<file path="src/rtl/sr_drv_pkg.sv">
// sr_drv_pkg
//   Definitions shared by the SR latch driver and its timer:
//   FSM state encoding, operation codes and default pulse/gap lengths.
package sr_drv_pkg;

    typedef enum logic [1:0] {
        ST_IDLE  = 2'd0,
        ST_PULSE = 2'd1,
        ST_GAP   = 2'd2,
        ST_CHECK = 2'd3
    } state_t;

    localparam logic OP_SET = 1'b1;
    localparam logic OP_RST = 1'b0;

    localparam int PULSE_W_DEF = 2;
    localparam int GAP_W_DEF   = 2;

endpackage

</file>
<file path="src/rtl/sr_pulse_timer.sv">
// sr_pulse_timer
//   Loadable down-counter that times both the pulse and the gap phase.
//   Counting stops at zero, so it never wraps.
// Ports
//   clk       in   clock, rising edge
//   rst       in   synchronous reset, active-high (count -> 0)
//   load      in   load load_val on this edge (takes priority over counting)
//   load_val  in   CNT_W-bit reload value
//   zero      out  count is zero
module sr_pulse_timer #(
    parameter int CNT_W = 4
) (
    input  logic             clk,
    input  logic             rst,
    input  logic             load,
    input  logic [CNT_W-1:0] load_val,
    output logic             zero
);

    logic [CNT_W-1:0] count;

    always_ff @(posedge clk) begin
        if (rst) begin
            count <= '0;
        end else if (load) begin
            count <= load_val;
        end else if (count != '0) begin
            count <= count - CNT_W'(1);
        end
    end

    assign zero = (count == '0);

endmodule

</file>
<file path="src/rtl/sr_latch_driver.sv">
// sr_latch_driver
//   Turns set/reset requests from a valid/ready port into timed pulses on
//   the s/r inputs of an SR NAND latch. s and r are never high together and
//   both return to hold (0/0) for a gap before the operation completes.
//   Optional feature macro: SR_READBACK_EN adds a CHECK state that samples
//   Q/Q_bar after the gap and flags a mismatch on err.
// Ports
//   clk        in   clock, rising edge
//   rst        in   synchronous reset, active-high
//   req_valid  in   request present
//   req_set    in   1 = set (pulse s), 0 = reset (pulse r)
//   req_ready  out  idle, request accepted on the next edge if valid
//   s, r       out  registered latch drives
//   Q, Q_bar   in   latch readback (used only with SR_READBACK_EN)
//   done       out  one-cycle completion pulse, coincides with req_ready=1
//   err        out  one-cycle readback mismatch, alongside done
module sr_latch_driver
    import sr_drv_pkg::*;
#(
    parameter int PULSE_W = PULSE_W_DEF,
    parameter int GAP_W   = GAP_W_DEF,
    parameter int CNT_W   = 4
) (
    input  logic clk,
    input  logic rst,
    input  logic req_valid,
    input  logic req_set,
    output logic req_ready,
    output logic s,
    output logic r,
    input  logic Q,
    input  logic Q_bar,
    output logic done,
    output logic err
);

    state_t           state, state_nxt;
    logic             op, op_nxt;
    logic             s_nxt, r_nxt, done_nxt, err_nxt;
    logic             load;
    logic [CNT_W-1:0] load_val;
    logic             zero;
    logic             accept;

    sr_pulse_timer #(.CNT_W(CNT_W)) u_timer (
        .clk      (clk),
        .rst      (rst),
        .load     (load),
        .load_val (load_val),
        .zero     (zero)
    );

    assign req_ready = (state == ST_IDLE);
    assign accept    = req_valid & req_ready;

`ifndef SR_READBACK_EN
    // Readback pins have no function in this build.
    logic unused_readback;
    assign unused_readback = Q ^ Q_bar;
`endif

    // s/r are registered from the next state, so the pulse begins in the
    // cycle right after the accepting edge and ends exactly PULSE_W cycles later.
    always_comb begin
        state_nxt = state;
        op_nxt    = op;
        load      = 1'b0;
        load_val  = '0;
        s_nxt     = 1'b0;
        r_nxt     = 1'b0;
        done_nxt  = 1'b0;
        err_nxt   = 1'b0;
        case (state)
            ST_IDLE: begin
                if (accept) begin
                    state_nxt = ST_PULSE;
                    op_nxt    = req_set;
                    load      = 1'b1;
                    load_val  = CNT_W'(PULSE_W - 1);
                    s_nxt     = (req_set == OP_SET);
                    r_nxt     = (req_set == OP_RST);
                end
            end
            ST_PULSE: begin
                if (zero) begin
                    state_nxt = ST_GAP;
                    load      = 1'b1;
                    load_val  = CNT_W'(GAP_W - 1);
                end else begin
                    s_nxt = (op == OP_SET);
                    r_nxt = (op == OP_RST);
                end
            end
            ST_GAP: begin
                if (zero) begin
`ifdef SR_READBACK_EN
                    state_nxt = ST_CHECK;
`else
                    state_nxt = ST_IDLE;
                    done_nxt  = 1'b1;
`endif
                end
            end
`ifdef SR_READBACK_EN
            ST_CHECK: begin
                state_nxt = ST_IDLE;
                done_nxt  = 1'b1;
                // Q must match the operation and the two rails must differ.
                err_nxt   = (Q != op) || (Q == Q_bar);
            end
`endif
            default: begin
                state_nxt = ST_IDLE;
            end
        endcase
    end

    always_ff @(posedge clk) begin
        if (rst) begin
            state <= ST_IDLE;
            op    <= OP_RST;
            s     <= 1'b0;
            r     <= 1'b0;
            done  <= 1'b0;
            err   <= 1'b0;
        end else begin
            state <= state_nxt;
            op    <= op_nxt;
            s     <= s_nxt;
            r     <= r_nxt;
            done  <= done_nxt;
            err   <= err_nxt;
        end
    end

endmodule

</file>
<file path="config.mk">
export PLATFORM = sky130hd
export DESIGN_NAME = sr_latch_driver
export DESIGN_NICKNAME = d
export VERILOG_FILES = /design/src/rtl/sr_drv_pkg.sv /design/src/rtl/sr_pulse_timer.sv /design/src/rtl/sr_latch_driver.sv
export SDC_FILE = /design/constraint.sdc
export NUM_CORES = 1
export LEC_CHECK = 0
export CORE_AREA = 4 4 41 43
export CTS_CLUSTER_DIAMETER = 150
export CTS_CLUSTER_SIZE = 14
export DETAILED_ROUTE_END_ITERATION = 10
export DIE_AREA = 0 0 45 47
export GPL_ROUTABILITY_DRIVEN = 0
export PLACE_DENSITY_LB_ADDON = 0.25
export SKIP_LAST_GASP = 1
export SYNTH_ARGS = -nofsm -noshare
export SYNTH_HDL_FRONTEND = slang
export SYNTH_SLANG_ARGS = --single-unit
export TNS_END_PERCENT = 50
</file>
<file path="constraint.sdc">
create_clock -name clk -period 3.3 [get_ports clk]
set_input_delay 0.33 -clock clk [delete_from_list [all_inputs] [get_ports clk]]
set_output_delay 0.33 -clock clk [all_outputs]
set_load 0.02 [all_outputs]
</file>
======== Word-level counts from Yosys, hierarchy flattened ========
Cells that the tools add are included.
storage, ports and cells
  flip-flop bits (word level) ............. 10
  logic and storage cells ................. 41
  bits in read-only memories .............. 0
  bits in latches ......................... 0
  bits in writable memories ............... 0
  memories ................................ 0
operators by class
  muxes and demuxes ....................... 18
  add/subtract/negate cells ............... 1
  divide/modulo/power cells ............... 0
  reduce and logical (&&, ||, !) cells .... 7
  equality and inequality tests ........... 5
  multipliers ............................. 0
  $lt $le $gt $ge ......................... 0
  shift operators ......................... 0
  bitwise logic cells ..................... 4
operators by type and width
  kind                                                                      count
  1-bit 2-to-1 mux                                                          8
  4-bit 2-to-1 mux                                                          2
  1-bit one-hot mux with 2 select lines                                     4
  2-bit 2-to-1 mux                                                          3
  2-bit by 1-bit inequality test with 1-bit output (second input constant)  3
  2-bit one-hot mux with 3 select lines                                     1
  4-bit zero test                                                           1
  4-bit nonzero test                                                        1
  4-bit by 1-bit subtractor with 4-bit output (second input constant)       1
  1-bit inverter                                                            3
  3-bit AND reduction                                                       1
  2-bit by 1-bit equality test with 1-bit output (second input constant)    1
  2-bit equality test (second input constant)                               1
  2-bit zero test                                                           1
  2-bit AND reduction                                                       1
  2-bit nonzero test                                                        1
  2-bit OR reduction                                                        1
  1-bit AND                                                                 1

======== Longest topological paths before layout ========
Gate-level depths: netlist (run 1).
  word-level depth ........................ 5
  gate-level depth with buffers ........... 6
  gate-level depth less buffers ........... 5

======== By module ========
From an unflattened synthesis (run 1), not the netlist that was laid out.
unflattened totals
  cell total of the unflattened synthesis .. 54
  area total of the unflattened synthesis .. 526.8 um^2
modules (own cells, without submodules)
  module           cells each  area each (um^2)  seq. area each (um^2)  instances
  sr_latch_driver  30          297.8             120.1                  1
  sr_pulse_timer   24          229.0             80.1                   1

======== Least setup slack after synthesis (run 1) ========
Ideal clock, no wire load.
  path kind ............................... register to register
  start point ............................. reg u_timer.count[1]
  end point ............................... reg r
  arrival time ............................ 1,233 ps
  slack ................................... 1,936 ps
  buffers on the path ..................... 1
  stages on the path, launching flop included .. 7
  required time ........................... 3,169 ps
  setup time .............................. 131 ps
  cells stage by stage .................... dfxtp_1 -> inv_1 -> ha_1 -> or3b_1 -> buf_6 -> a32oi_1 -> nor3_1
on the way
  longest elaborated chain between the ends .. 3
RTL lines
  item                                   RTL line                RTL
  start: declaration                     sr_pulse_timer.sv:20    logic [CNT_W-1:0] count;
  start signal: assignment               sr_pulse_timer.sv:26    count <= load_val;
  start signal: assignment               sr_pulse_timer.sv:28    count <= count - CNT_W'(1);
  4-bit zero test                        sr_pulse_timer.sv:32    assign zero = (count == '0);
  1-bit 2-to-1 mux                       sr_latch_driver.sv:85   if (zero) begin
  1-bit one-hot mux with 2 select lines  sr_latch_driver.sv:73   case (state)
  end signal: assignment                 sr_latch_driver.sv:130  r <= r_nxt;
  end: declaration                       sr_latch_driver.sv:30   output logic r,
Every way passes these cells.
A chain may end at the register's enable or synchronous reset.

======== Worst setup path in the final report (run 1) ========
  start point ............................. reg state[1]
  end point ............................... out req_ready
on the way
  longest elaborated chain between the ends .. 1
RTL lines
  item                      RTL line                RTL
  start: declaration        sr_latch_driver.sv:37   state_t state, state_nxt;
  start signal: assignment  sr_latch_driver.sv:127  state <= state_nxt;
  2-bit zero test           sr_latch_driver.sv:53   assign req_ready = (state == ST_IDLE);
  end: declaration          sr_latch_driver.sv:28   output logic req_ready,
Every way passes these cells.

==> flow_metrics.env, run 1 <==
export IMPL_run_status="complete, no violations"
export IMPL_crit_type="flop to primary output"
export IMPL_antenna_found_initial=0
export IMPL_cts_setup_buffers=0
export IMPL_rsz0062_at_grt="false"
export IMPL_cts_tree="built"
export IMPL_p_leak_nw=0.229
export IMPL_routed_wl_um=870
export IMPL_ys_top_cells_by_count="dfxtp_1 (10), inv_1 (5), nor2_1 (4)"
export IMPL_dr_pass1_iters=4
export IMPL_clock_skew_ns=0.00145
export IMPL_synth_top_area_share=0.410
export IMPL_cp_cell_sequence="nor2_1 -> clkdlybuf4s50_1"
export IMPL_track_usage=0.109
export IMPL_vias_per_cell=5.32
export IMPL_port_buffers=7
export IMPL_setup_violations=0
export IMPL_ys_types=29
export IMPL_seqCellArea_um2=200
export IMPL_ctsResizeCount=0
export IMPL_dr_total_vias=399
export IMPL_seq_area_frac_synth=0.410
export IMPL_fmax_ghz=0.581
export IMPL_root_buffer="clkbuf_4"
export IMPL_die_w_um=45
export IMPL_powerDensity_nw_per_um2=906
export IMPL_whs_ns=0.473
export IMPL_syn_inst=53
export IMPL_antenna_cells=0
export IMPL_synth_most_common_cell="dfxtp_1"
export IMPL_grt_max_degree=12
export IMPL_fin_crit_sh=0.522
export IMPL_slew_headroom=0.567
export IMPL_maxCapViolCount=0
export IMPL_ctsHtreeMaxLevel=1
export IMPL_synth_area_um2=488
export IMPL_hold_path_class="flop to flop"
export IMPL_crit_arrival_ns=1.39
export IMPL_clkTransAtPathRegs_ns=0.07
export IMPL_multiInputGateArea_um2=241
export IMPL_numCtsBuffers=3
export IMPL_grt_overflow=0
export IMPL_min_period_ns=1.72
export IMPL_clk_latency_ns=0.27
export IMPL_avgSynthCellArea_um2=9.21
export IMPL_drive_gt1_frac=0.133
export IMPL_clock_path_buffers=2
export IMPL_critPathLaunch="state[1]"
export IMPL_slew_viol_final=0
export IMPL_min_from="op"
export IMPL_synth_enable_flop_cells=0
export IMPL_fp_row_count=13
export IMPL_synth_main_ff_cell="dfxtp_1"
export IMPL_crit_path_end_kind="primary output"
export IMPL_area_growth_pct=20.0
export IMPL_required_ns=2.97
export IMPL_die_h_um=47
export IMPL_fin_tns_setup_ns=0
export IMPL_synth_area_leaders="dfxtp_1 (41%), ha_1 (5.1%), inv_1 (3.8%)"
export IMPL_grt_pass1_vias=365
export IMPL_initial_core_util=0.375
export IMPL_slowest_delay_ns=0.60
export IMPL_post_drt_wl_per_cell_um=11.6
export IMPL_worstPathMaxFanout=9
export IMPL_yosys_area_top_type="dfxtp_1"
export IMPL_cp_start_kind="flop"
export IMPL_fin_nets=69
export IMPL_synthArstFlopShare=0
export IMPL_dp_final_hpwl_um=624
export IMPL_slowest_stage="clkdlybuf4s50_1"
export IMPL_io_pins=11
export IMPL_cts_num_sinks=10
export IMPL_syn_nets=61
export IMPL_max_slew_worst_pin_slew_ns=0.648
export IMPL_ant_nets=0
export IMPL_drc=0
export IMPL_ys_warnings_count=0
export IMPL_drt_iter0_drc=9
export IMPL_rr_startpoint="u_timer.count[0]"
export IMPL_ys_ff_latch=10
export IMPL_place_ws_ns=1.73
export IMPL_die_area_um2=2120
export IMPL_cts_hold_buf=0
export IMPL_worst_slack_ns=1.58
export IMPL_nFillCells=148
export IMPL_core_area_um2=1300
export IMPL_hold_viol=0
export IMPL_vdd_drop_max_mv=0.408
export IMPL_grt_pass1_wl_um=1570
worst max-delay path: cells and delay by family, from the launching register on:
kind | cells | cell delay (ns)
buffers and inverters | 1 | 0.60
and+or+nand+nor | 1 | 0.13
DFF | 1 | 0.39
placed cells by master (no fill, tap or decap):
master,netlist,routed
nor3_2,1,1
nor4b_2,1,1
nor4_1,2,2
nand3b_1,1,1
nor3b_1,1,1
dfxtp_1,10,10
nand2_1,3,3
inv_1,5,5
or3b_1,1,1
a21oi_1,3,3
nor3b_2,1,1
nor4b_1,1,1
or3b_2,1,1
clkbuf_4,0,3
a211oi_1,1,1
nor2_1,4,4
o211a_1,1,1
clkbuf_8,0,1
ha_1,2,2
nand3_1,1,1
xnor2_1,2,2
a32oi_1,1,1
and2b_1,1,1
o31ai_1,1,1
clkdlybuf4s50_1,0,7
conb_1,1,1
a31oi_1,1,1
nor3_1,2,2
cell type report:
type / instances / share of cell area
clock buffers: 4 / 0.0620
inverters: 5 / 0.0321
multi-input cells: 34 / 0.412
flip-flops and latches: 10 / 0.342
well taps: 15 / 0.0321
repair buffers: 7 / 0.120
through the flow:
step / total power [W] / cells / utilization / instance area [µm²]
final: 0.000531 / 75 / 0.450 / 586
after detailed placement: 0.000425 / 71 / 0.422 / 549
after global placement: 0.000422 / 71 / 0.422 / 549
after CTS: 0.000538 / 75 / 0.450 / 586
after floorplan: 0.000391 / 53 / - / 488
after global routing: 0.000584 / 75 / 0.450 / 586
logic make-up (layout without fill, tap and decap cells):
| logic type | Yosys count | after routing | share of synthesized area |
|---|---|---|---|
| simple gates | 21 | 21 | 0.287 |
| flops | 10 | 10 | 0.410 |
| buf+inv | 9 | 16 | 0.0949 |
| compound gates | 8 | 8 | 0.113 |
| fa+ha+maj | 2 | 2 | 0.0513 |
| xor+xnor | 2 | 2 | 0.0359 |
| other cells | 1 | 1 | 0.00768 |
routing by layer:
layer,up-vias,global-route usage,part of all wire
li1,199,-,-
met1,182,0.138,0.46
met2,16,0.147,0.43
met3,2,0.0728,0.099
met4,0,0.0351,0.0080
met5,-,0,0
final timing paths:
check | endpoint | slack [ns] | depth (start not counted)
worst min-delay path | op | 0.47 | 2
worst max-delay path | req_ready | 1.58 | 2
worst min register to register | op | 0.47 | 2
worst max register to register | u_timer.count[1] | 1.76 | 5
power by group:
part	total, W	switching, W	internal (W)	leakage, nW
clock	0.000113	0.0000457	0.0000670	0.0210
combinational	0.000230	0.000127	0.000103	0.126
sequential	0.000188	0.0000322	0.000156	0.0821
total	0.000531	0.000205	0.000326	0.229
state kept, by name, summed over array words and instances, names as in the netlist:
signal / cells
state: 2
u_timer.count: 4
r: 1
op: 1
done: 1
s: 1
Power figures use the tool's default switching activity.
==> inputs of run 2 (changes only) <==
==> constraint.sdc (replaced) <==
create_clock -name clk -period 1.65 [get_ports clk]
set_input_delay 0.165 -clock clk [delete_from_list [all_inputs] [get_ports clk]]
set_output_delay 0.165 -clock clk [all_outputs]
set_load 0.02 [all_outputs]
==> run 2 against run 1 <==
Compared with the run above: worst setup slack worse by 1.4 ns; first-iteration DRC count shrank 11%; cell area up 4.3%; non-clock buffer count increased by 3; utilization is 1.9 points higher; via count is 6.8% lower; critical path type is now flop to flop; largest power group unchanged.
==> flow_metrics.env, run 2 (synthesized netlist as in run 1, its figures left out) <==
export IMPL_run_status="complete, no violations"
export IMPL_grt_pass1_vias=355
export IMPL_fmax_ghz=0.669
export IMPL_powerDensity_nw_per_um2=1800
export IMPL_fin_nets=72
export IMPL_drive_gt1_frac=0.175
export IMPL_fin_crit_sh=0.906
export IMPL_cts_setup_buffers=0
export IMPL_slew_viol_final=0
export IMPL_nFillCells=135
export IMPL_worstPathMaxFanout=7
export IMPL_cts_hold_buf=0
export IMPL_holdPathStages=2
export IMPL_p_leak_nw=0.249
export IMPL_hold_path_class="flop to flop"
export IMPL_reg_top3="u_timer.count (4), state (2)"
export IMPL_layout_common_cells="dfxtp_1 (10), clkdlybuf4s50_1 (6), inv_1 (5)"
export IMPL_fin_tns_setup_ns=0
export IMPL_crit_path_end_kind="flop"
export IMPL_required_ns=1.80
export IMPL_die_h_um=47
export IMPL_post_drt_wl_per_cell_um=11.1
export IMPL_port_buffers=7
export IMPL_vias_per_cell=4.77
export IMPL_cts_num_sinks=10
export IMPL_drc=0
export IMPL_grt_pass1_wl_um=1650
export IMPL_vdd_drop_max_mv=0.889
export IMPL_die_w_um=45
export IMPL_dr_pass1_iters=2
export IMPL_holdPathEnd="op"
export IMPL_ff2ff_path_depth=5
export IMPL_min_from="op"
export IMPL_rsz0062_at_grt="false"
export IMPL_crit_type="flop to flop"
export IMPL_io_pins=11
export IMPL_setup_violations=0
export IMPL_drt_iter0_drc=8
export IMPL_numCtsBuffers=3
export IMPL_clk_latency_ns=0.27
export IMPL_dr_max_layer_used="met3"
export IMPL_slowest_delay_ns=0.49
export IMPL_min_period_ns=1.50
export IMPL_grt_overflow=0
export IMPL_regMostFlops="u_timer.count"
export IMPL_initial_core_util=0.375
export IMPL_clock_path_buffers=2
export IMPL_slowest_stage="or3b_1"
export IMPL_cp_cell_sequence="inv_1 -> ha_1 -> or3b_1 -> a32oi_1 -> nor3_1"
export IMPL_clkTransAtPathRegs_ns=0.07
export IMPL_rr_startpoint="u_timer.count[1]"
export IMPL_routed_wl_um=866
export IMPL_dr_total_vias=372
export IMPL_rr_endpoint="r"
export IMPL_cts_tree="built"
export IMPL_maxCapViolCount=0
export IMPL_whs_ns=0.475
export IMPL_rrSetupSlack_ns=0.15
export IMPL_wirelength_met1_um=443
export IMPL_clock_skew_ns=0.00845
export IMPL_crit_buf_inv=1
export IMPL_core_area_um2=1300
export IMPL_grt_max_degree=10
export IMPL_dp_final_hpwl_um=660
export IMPL_cp_start_kind="flop"
export IMPL_track_usage=0.109
export IMPL_die_area_um2=2120
export IMPL_area_growth_pct=25.1
export IMPL_ant_nets=0
export IMPL_ctsHtreeMaxLevel=1
export IMPL_crit_arrival_ns=1.64
export IMPL_fp_row_count=13
export IMPL_critical_path_top_delay_family="simple AND/OR/NAND/NOR gates"
export IMPL_cp_depth=5
export IMPL_route_met2_wl_um=356
export IMPL_hold_viol=0
export IMPL_antenna_cells=0
export IMPL_antenna_found_initial=0
export IMPL_root_buffer="clkbuf_4"
export IMPL_route_met3_wl_um=66
export IMPL_final_common_cell="dfxtp_1"
export IMPL_largest_register_ffs=4
[run 2: cell count changes in the layout (fill, tap and decap cells not counted), sizes merged]
| cell | before | now |
|---|---|---|
| clkdlybuf4s50 | 7 | 6 |
| buf | 0 | 3 |
| dlymetal6s2s | 0 | 1 |
[run 2: worst max path at each step]
stage / slack (ns) / to / start
global route: 0.06 / r / u_timer.count[1]
floorplan: 0.29 / r / u_timer.count[1]
detailed placement: 0.17 / r / u_timer.count[1]
finish: 0.15 / r / u_timer.count[1]
global placement: 0.18 / r / u_timer.count[1]
CTS: 0.07 / req_ready / state[1]
[run 2: cell type report]
type,count,area (µm²),share of cell area
Clock buffer,4,36.3,0.0594
Multi-Input combinational cell,34,241,0.395
Inverter,5,18.8,0.0307
Timing Repair Buffer,10,95.1,0.156
Sequential cell,10,200,0.328
Tap cell,15,18.8,0.0307
[run 2: repair_timing]
action / CTS / global route
resized for setup: 0 / 1
setup endpoints to repair: 0 / 1
endpoints found under the hold margin: 0 / 0
[run 2: worst min-delay path: cells and delay by family (launching register included)]
family,cells,cell delay [ns]
compound gates,1,0.05
simple gates,1,0.06
flops,1,0.33
[run 2: stage by stage]
| stage | area, µm² | worst slack [ns] | util | total power, W | instances |
|---|---|---|---|---|---|
| final | 611 | 0.155 | 0.469 | 0.00110 | 78 |
| after global routing | 611 | 0.0637 | 0.469 | 0.00121 | 78 |
| after floorplan | 488 | 0.286 | - | 0.000781 | 53 |
| after CTS | 608 | 0.0698 | 0.467 | 0.00112 | 78 |
| after detailed placement | 572 | 0.167 | 0.439 | 0.000893 | 74 |
| after global placement | 572 | 0.179 | 0.439 | 0.000888 | 74 |
[run 2: power by group]
group / internal (W) / leakage, nW / switching, W
combinational: 0.000241 / 0.145 / 0.000265
sequential: 0.000311 / 0.0821 / 0.0000650
clock: 0.000134 / 0.0210 / 0.0000850
total: 0.000686 / 0.249 / 0.000415
[run 2: per-layer routing]
layer  GRT usage  vias up
met5           0        -
met4           0        0
met3      0.0690        0
met2       0.144       10
met1       0.157      162
li1            -      200
==> inputs of run 3 (changes only) <==
--- a/config.mk
+++ b/config.mk
@@ -12,6 +12,7 @@
 export DIE_AREA = 0 0 45 47
 export GPL_ROUTABILITY_DRIVEN = 0
 export PLACE_DENSITY_LB_ADDON = 0.25
+export REMOVE_ABC_BUFFERS = 1
 export SKIP_LAST_GASP = 1
 export SYNTH_ARGS = -nofsm -noshare
 export SYNTH_HDL_FRONTEND = slang
==> run 3 against run 2 <==
Compared with the run above: utilization shrank 0.19 points; register-to-register slack improved by 0.02 ns; largest power group unchanged; highest routed layer is now met4; critical endpoint is now req_ready; sequential power hardly changed; critical path type is now flop to primary output.
==> flow_metrics.env, run 3 (synthesized netlist as in run 1, its figures left out) <==
export IMPL_numCtsBuffers=3
export IMPL_vdd_drop_max_mv=0.784
export IMPL_die_h_um=47
export IMPL_combPwrFrac=0.458
export IMPL_largest_register_ffs=4
export IMPL_die_w_um=45
export IMPL_clkPwrFrac=0.197
export IMPL_use_met1=0.120
export IMPL_ff2ff_path_depth=5
export IMPL_ant_nets=0
export IMPL_drt_iter0_drc=5
export IMPL_clkTransAtPathRegs_ns=0.06
export IMPL_cp_depth=2
export IMPL_clk_latency_ns=0.26
export IMPL_fin_crit_sh=0.933
export IMPL_slowest_stage="clkdlybuf4s50_1"
export IMPL_track_usage=0.103
export IMPL_fmax_ghz=0.650
export IMPL_hold_viol=0
export IMPL_critPathLaunch="state[1]"
export IMPL_grt_max_degree=10
export IMPL_utilization=0.467
export IMPL_routed_wl_um=852
export IMPL_area_growth_pct=24.6
export IMPL_dr_pass1_iters=5
export IMPL_run_status="complete, no violations"
export IMPL_min_period_ns=1.54
export IMPL_hold_path_class="flop to flop"
export IMPL_cp_start_kind="flop"
export IMPL_fin_tns_setup_ns=0
export IMPL_crit_arrival_ns=1.37
export IMPL_ctsResizeCount=0
export IMPL_root_buffer="clkbuf_4"
export IMPL_worstPathMaxFanout=9
export IMPL_p_total_w=0.00109
export IMPL_required_ns=1.48
export IMPL_cts_num_sinks=10
export IMPL_rr_startpoint="u_timer.count[1]"
export IMPL_grt_pass1_wl_um=1560
export IMPL_place_ws_ns=0.175
export IMPL_globalRouteMet3Util=0.0575
export IMPL_fin_nets=72
export IMPL_dp_final_hpwl_um=654
export IMPL_cts_hold_buf=0
export IMPL_vias_per_cell=5.01
export IMPL_drc=0
export IMPL_grt_overflow=0
export IMPL_core_area_um2=1300
export IMPL_pwr_share_seq=0.345
export IMPL_antenna_cells=0
export IMPL_cts_setup_buffers=0
export IMPL_final_common_cell="dfxtp_1"
export IMPL_regMostFlops="u_timer.count"
export IMPL_maxCapViolCount=0
export IMPL_powerDensity_nw_per_um2=1800
export IMPL_crit_path_end_kind="primary output"
export IMPL_worst_slack_ns=0.111
export IMPL_crit_path_end="req_ready"
export IMPL_grtUsageMet2=0.161
export IMPL_clock_skew_ns=0.00338
export IMPL_port_buffers=7
export IMPL_ctsHtreeMaxLevel=1
export IMPL_setup_violations=0
export IMPL_antenna_found_initial=0
export IMPL_clock_path_buffers=2
export IMPL_crit_type="flop to primary output"
export IMPL_critical_path_top_delay_family="buffers and inverters"
export IMPL_internal_power_w=0.000689
export IMPL_rr_endpoint="r"
export IMPL_drive_gt1_frac=0.175
export IMPL_post_drt_wl_per_cell_um=10.9
export IMPL_die_area_um2=2120
export IMPL_initial_core_util=0.375
export IMPL_grt_pass1_vias=372
export IMPL_switchingPower_w=0.000405
export IMPL_nFillCells=128
export IMPL_fp_row_count=13
export IMPL_crit_buf_inv=1
export IMPL_finalNonFillerCells=78
export IMPL_p_sw_frac=0.370
export IMPL_slew_viol_final=0
export IMPL_p_leak_nw=0.244
export IMPL_cts_tree="built"
export IMPL_dp_cells=74
export IMPL_rrSetupSlack_ns=0.17
export IMPL_dr_total_vias=391
export IMPL_io_pins=11
export IMPL_cp_cell_sequence="nor2_1 -> clkdlybuf4s50_1"
export IMPL_rsz0062_at_grt="false"
export IMPL_top_usage_layer="met2"
export IMPL_slowest_delay_ns=0.60
export IMPL_reg_top3="u_timer.count (4), state (2)"
export IMPL_layout_common_cells="dfxtp_1 (10), clkdlybuf4s50_1 (7), inv_1 (5)"
## run 3: power by group through the flow
stage / Sequential (W) / Combinational [W] / Clock, W
after floorplan: 0.000381 / 0.000340 / 0
after global placement: 0.000382 / 0.000506 / 0
after detailed placement: 0.000383 / 0.000509 / 0
after CTS: 0.000379 / 0.000510 / 0.000223
after global routing: 0.000390 / 0.000559 / 0.000238
final: 0.000378 / 0.000501 / 0.000215
## run 3: worst register-to-register path, cell delays in order, from the launching register on
cell,delay (ns)
dfxtp_1,0.31
inv_1,0.10
ha_1,0.17
or3b_1,0.48
a32oi_1,0.24
nor3_1,0.06
## run 3: metrics by stage
stage | hold slack, ns | instance area, µm²
6_report | 0.480 | 608
5_1_grt | 0.506 | 608
4_1_cts | 0.480 | 608
3_5_place_dp | 0.467 | 572
3_3_place_gp | 0.466 | 572
2_1_floorplan | 0.234 | 460
## run 3: worst min path at each step
stage          from  to  slack (ns)  cells after the start
6_report         op  op        0.48                      2
5_1_grt          op  op        0.51                      2
4_1_cts          op  op        0.48                      2
3_5_place_dp     op  op        0.47                      2
3_3_place_gp     op  op        0.47                      2
2_1_floorplan   rst  op        0.23                      1
## run 3: layer usage
| metal | wire, µm | share of wire | vias up |
|---|---|---|---|
| li1 | - | - | 203 |
| met1 | 384 | 0.45 | 171 |
| met2 | 383 | 0.45 | 15 |
| met3 | 75 | 0.088 | 2 |
| met4 | 8 | 0.0094 | 0 |
| met5 | 0 | 0 | - |
## run 3: layout make-up
cell class	instances	area, µm²	area share
Multi-Input combinational cell	34	241	0.397
Inverter	5	18.8	0.0309
Timing Repair Buffer	10	92.6	0.152
Clock buffer	4	36.3	0.0597
Sequential cell	10	200	0.329
Tap cell	15	18.8	0.0309
